[src/rtl/grn_clt_gen.sv]
// Central-limit Gaussian sample generator: six xorshift32 lanes give twelve 15-bit
// uniforms, which a three-stage adder tree turns into one signed 17.15 sample per enable.
module grn_clt_gen (
  input  logic        clk_i,
  input  logic        reset_i,
  input  logic        seed_load_i,
  input  logic [31:0] seed_i,
  input  logic        en_i,
  output logic [31:0] dout_o,
  output logic        dout_valid_o,
  output logic [31:0] sample_cnt_o
);

  localparam logic [31:0] SEED_C [6] = '{32'h2545F491, 32'h9E3779B9, 32'h85EBCA6B,
                                         32'hC2B2AE35, 32'h27D4EB2F, 32'h165667B1};
  localparam logic [31:0] OFFSET_SIX = 32'd196608;

  logic [31:0] x_q [6];
  logic [31:0] x_d [6];
  logic [15:0] p_q [6];
  logic [15:0] p_d [6];
  logic [16:0] q_q [3];
  logic [16:0] q_d [3];
  logic        v0_q, v1_q, v2_q, v0_d;
  logic [18:0] r_sum;
  logic [31:0] dout_q, dout_d;
  logic        valid_q;
  logic [31:0] cnt_q, cnt_d;

  function automatic logic [31:0] xs(input logic [31:0] x);
    logic [31:0] t;
    t = x ^ (x << 13);
    t = t ^ (t >> 17);
    t = t ^ (t << 5);
    return t;
  endfunction

  always_comb begin
    for (int i = 0; i < 6; i++) begin
      x_d[i] = x_q[i];
      // A zero state would lock a lane at zero forever, so fall back to the constant.
      if (seed_load_i)
        x_d[i] = ((seed_i ^ SEED_C[i]) == 32'd0) ? SEED_C[i] : (seed_i ^ SEED_C[i]);
      else if (en_i)
        x_d[i] = xs(x_q[i]);
      p_d[i] = {1'b0, x_q[i][14:0]} + {1'b0, x_q[i][30:16]};
    end
    q_d[0] = {1'b0, p_q[0]} + {1'b0, p_q[1]};
    q_d[1] = {1'b0, p_q[2]} + {1'b0, p_q[3]};
    q_d[2] = {1'b0, p_q[4]} + {1'b0, p_q[5]};
    v0_d   = en_i & ~seed_load_i;
    r_sum  = {2'b00, q_q[0]} + {2'b00, q_q[1]} + {2'b00, q_q[2]};
    // r_sum < 2^19, so the 32-bit wraparound subtraction is already sign-extended.
    dout_d = v2_q ? ({13'd0, r_sum} - OFFSET_SIX) : dout_q;
    cnt_d  = cnt_q;
    if (seed_load_i)
      cnt_d = 32'd0;
    else if (valid_q && (cnt_q != 32'hFFFF_FFFF))
      cnt_d = cnt_q + 32'd1;
  end

  always_ff @(posedge clk_i or posedge reset_i) begin
    if (reset_i) begin
      for (int i = 0; i < 6; i++) begin
        x_q[i] <= SEED_C[i];
        p_q[i] <= 16'd0;
      end
      for (int j = 0; j < 3; j++) q_q[j] <= 17'd0;
      v0_q    <= 1'b0;
      v1_q    <= 1'b0;
      v2_q    <= 1'b0;
      dout_q  <= 32'd0;
      valid_q <= 1'b0;
      cnt_q   <= 32'd0;
    end else begin
      for (int i = 0; i < 6; i++) begin
        x_q[i] <= x_d[i];
        p_q[i] <= p_d[i];
      end
      for (int j = 0; j < 3; j++) q_q[j] <= q_d[j];
      v0_q    <= v0_d;
      v1_q    <= v0_q;
      v2_q    <= v1_q;
      dout_q  <= dout_d;
      valid_q <= v2_q;
      cnt_q   <= cnt_d;
    end
  end

  assign dout_o       = dout_q;
  assign dout_valid_o = valid_q;
  assign sample_cnt_o = cnt_q;

endmodule

[config.mk]
export PLATFORM = sky130hd
export DESIGN_NAME = grn_clt_gen
export DESIGN_NICKNAME = d
export VERILOG_FILES = /design/src/rtl/grn_clt_gen.sv
export SDC_FILE = /design/constraint.sdc
export NUM_CORES = 1
export LEC_CHECK = 0
export ABC_AREA = 0
export CAP_MARGIN = 25
export CORE_ASPECT_RATIO = 1.4
export CORE_MARGIN = 4
export CORE_UTILIZATION = 30
export DETAILED_ROUTE_END_ITERATION = 10
export SLEW_MARGIN = 20
export SYNTH_ARGS = -nofsm -noshare
export SYNTH_HDL_FRONTEND = slang
export SYNTH_SLANG_ARGS = --single-unit
[constraint.sdc]
create_clock -name clk_i -period 32.7 [get_ports clk_i]
set_input_delay 6.54 -clock clk_i [delete_from_list [all_inputs] [get_ports clk_i]]
set_output_delay 6.54 -clock clk_i [all_outputs]
set_load 0.005 [all_outputs]
Word-level counts from Yosys, hierarchy flattened

Cells that the tools add are included.

Bits of input ports: 36
Output and inout bits: 65
Word-level logic and storage cells: 90
Register bits after elaboration: 407

Bitwise gates (word level): 26
Eq/ne operators: 1
Reduce and logical (&&, ||, !) cells: 9
Muxes and demuxes: 20
Add/subtract/negate cells: 13

Operators with widths:

| cell                                                                  | count |
|---|---|
| 32-bit two-way mux                                                    | 20 |
| 32-bit XOR                                                            | 12 |
| 32-bit logical NOT                                                    | 6 |
| 32-bit by 15-bit XOR with 32-bit output                               | 6 |
| 15-bit by 15-bit adder with 16-bit output                             | 6 |
| 16-bit by 16-bit adder with 17-bit output                             | 3 |
| 32-bit by 1-bit adder with 32-bit output, second input constant       | 1 |
| 32-bit inequality test, second input constant                         | 1 |
| 16-bit inverter                                                       | 2 |
| 20-bit inverter                                                       | 1 |
| 19-bit by 18-bit subtractor with 20-bit output, second input constant | 1 |
| 18-bit by 17-bit adder with 19-bit output                             | 1 |
| 19-bit inverter                                                       | 1 |
| 17-bit by 17-bit adder with 18-bit output                             | 1 |
| 18-bit inverter                                                       | 1 |
| 14-bit inverter                                                       | 1 |
| 2-bit nonzero test                                                    | 2 |
| 1-bit bitwise AND                                                     | 1 |
| 1-bit logical AND                                                     | 1 |
| 1-bit inverter                                                        | 1 |

Longest topological paths before layout

Word-level depth: 5
Depth in mapped cells: 14

Worst setup path before layout

Ideal clock, no wire load.

Path type: input to register
Start point: in seed_i[18]
End point: reg x_q[102] in the netlist's numbering
Arrival: 7,880 ps
Stages on the path: 6
Buffers on the path: 2
Setup time: 77 ps
Required time: 32,623 ps
Slack: 24,743 ps
Path through: clkbuf_1 -> or3_1 -> nor4_1 -> nand3_1 -> buf_2 -> a31oi_1

Longest elaborated chain between the ends: 3

Ends and longest elaborated chain:

| what                            | line | source |
|---|---|---|
| from (decl)                     | 7    | `input logic [31:0] seed_i,` |
| 32-bit logical NOT              | 43   | `x_d[i] = ((seed_i ^ SEED_C[i]) == 32'd0) ? SEED_C[i] : (seed_i ^ SEED_C[i]);` |
| 32-bit two-way mux              | 43   |  |
| 32-bit two-way mux              | 42   | `if (seed_load_i)` |
| to (signal, indexed assignment) | 65   | `x_q[i] <= SEED_C[i];` |
| to (signal, indexed assignment) | 77   | `x_q[i] <= x_d[i];` |
| to (decl)                       | 18   | `logic [31:0] x_q [6];` |

Every way passes these cells.
A chain may end at the register's enable or synchronous reset.

==> out/metrics.cfg <==
[status]
outcome=complete, no violations

[floorplanning]
rows=129
die_w_um=261
fp.coreArea_mm2=0.0886
start_util_pct=30.3
die_area_mm2=0.0944
io_pins=101
dieHeight_um=362

[synth]
avgSynthCellArea_um2=9.37
synthFlopType=dfrtp_1
post-synth-top-area-cell=dfrtp_1
synth_top_cell_area_share_pct=27.2
synth_warnings=0
synth.distinct_cells=81
syn_inst=2866
async_flop_share_pct=100
synth-edff-count=0
syn_area_mm2=0.0269
synthTopCellsByArea=dfrtp_1 (27%), xnor2_1 (15%), dfstp_2 (10%)
syn_nets=3100
synth.ff_latch_count=395
ys_seq_area_share_pct=37.3

[place]
place.gp.congestion=0.903
io_buffers=100
dp_hpwl_um=59800
dp_slack_ns=23.13

[detailed_routing]
drt-initial-drc-count=1185
drt_wl_total_um=79800
vias=20300
wl_per_cell_um=19.4
vias_per_cell=4.91
firstDrtPassIters=5
drc=0
ant_nets=0

[critical_path]
required_ns=33.32
cp_slowest_stage_delay_ns=0.82
worst-path-stages=5
crit_family=buffers and inverters
critPathArrivalTime_ns=9.41
path_buf_inv=5
cp_slowest_cell=buf_4
worst_setup_path_end_kind=async pin
crit_fanout=106
rr_startpoint=q_q[26]
critPathLaunch=reset_i
worstPathCellList=clkdlybuf4s50_1, inv_8, buf_16, buf_4, buf_4
crit_top_cell=buf_4
reg2regPathDepth=12
critPathKind=primary input to async pin
start_kind=primary input

[clock_tree]
numCtsBuffers=42
clk_pin_slew_worst_paths_ns=0.06
cts.sinks=395
cts_tree=done
clock-root-buffer=clkbuf_16
hold_buffers=0
cts_buffer_depth=3
cts_resized=0
postCtsSetupBuffers=0
clk_latency_ns=0.58
htreeDepth=2

[timing]
fin_crit_ns=8.79
holdWs_ns=0.346
rsz0062_at_grt=false
tightest_slew_ns=1.09
layout_setup_ws_ns=23.91
max_slew_margin_pct=27.6
finalHoldViolCount=0
fin_setup_tns_ns=0
setup_viol=0
fin_skew_ns=0.0194
period_share_pct=26.9
timing.fmax_ghz=0.114
drv_slew=0

[global_routing]
antenna_found_initial=1
overflow=0
grt_pass1_wl_um=121000
grt_pass1_vias=19900
grt_use_total_pct=16.6
grt_max_degree=134

[run]
cap_violations=0

[min_path]
hold_start=v1_q
holdCritPathClass=flip-flop to flip-flop
hold_path_depth=0

[layout]
layout.nets=3146
area_delta_synth_final_pct=13.3
diodes=0
drive_above_1_share_pct=8.05
layout_common_cells=xnor2_1 (466), nor2_1 (340), dfrtp_1 (292), nand2_1 (226), xor2_1 (212)
layout_commonest_cell=xnor2_1

==> synth_stat cells, drive strengths merged, types with 28 or more instances <==
| cell type | n |
|---|---|
| a21oi | 154 |
| a31oi | 95 |
| buf | 45 |
| clkbuf | 65 |
| dfrtp | 292 |
| dfstp | 103 |
| ha | 171 |
| inv | 161 |
| nand2 | 226 |
| nand3 | 44 |
| nand4 | 28 |
| nor2 | 341 |
| nor2b | 49 |
| nor3 | 44 |
| o21ai | 63 |
| xnor2 | 466 |
| xor2 | 212 |
==> logic make-up (layout without fill, tap and decap cells) <==
logic type	count (synthesis)	count (layout)	synth area share [%]
mux	19	19	0.764
xor+xnor	678	678	22.1
simple gates	842	842	14.5
buf+inv	273	352	4.07
flops	395	395	37.3
compound gates	461	461	11.2
fa+ha+maj	198	198	9.98
==> metal layers <==
layer | wire length (um) | track usage (%)
met5 | 0 | 0
met4 | 4740 | 8.52
met3 | 3270 | 1.94
met2 | 39300 | 28.8
met1 | 32500 | 20.2
==> final timing paths <==
check                      slack, ns         end
setup / recovery               23.91     p_q[62]
hold / removal                  0.35        v2_q
setup reg to reg               29.41  dout_o[16]
hold reg to reg                 0.35        v2_q
max in group clk_i             23.93    x_q[190]
min in group asynchronous       6.32     p_q[94]
==> layout make-up <==
type | instances | area, um2
clock inverter | 25 | 240
inverter | 163 | 619
tap | 1179 | 1480
sequential | 395 | 10000
fill | 9022 | 58200
multi-input combinational | 2198 | 15700
timing repair buffer | 112 | 1140
clock buffer | 52 | 1170
==> flip-flops by register name (all words and copies together) (netlist names) <==
name          count
q_q              51
v2_q              1
p_q              96
v0_q              1
v1_q              1
x_q             192
dout_valid_o      1
sample_cnt_o     32
dout_o           20
==> per-stage QoR <==
| step | util [%] | cell area [um2] | cells |
|---|---|---|---|
| finish | 34.3 | 30400 | 4124 |
| global route | 34.3 | 30400 | 4124 |
| CTS | 34.3 | 30400 | 4122 |
| detailed placement | 32.7 | 28900 | 4045 |
| global placement | 32.6 | 28900 | 4044 |
| floorplan | - | 26900 | 2866 |
Power is not shown: default switching activity piles up to over one toggle a cycle in this logic, so the estimate is an artifact.
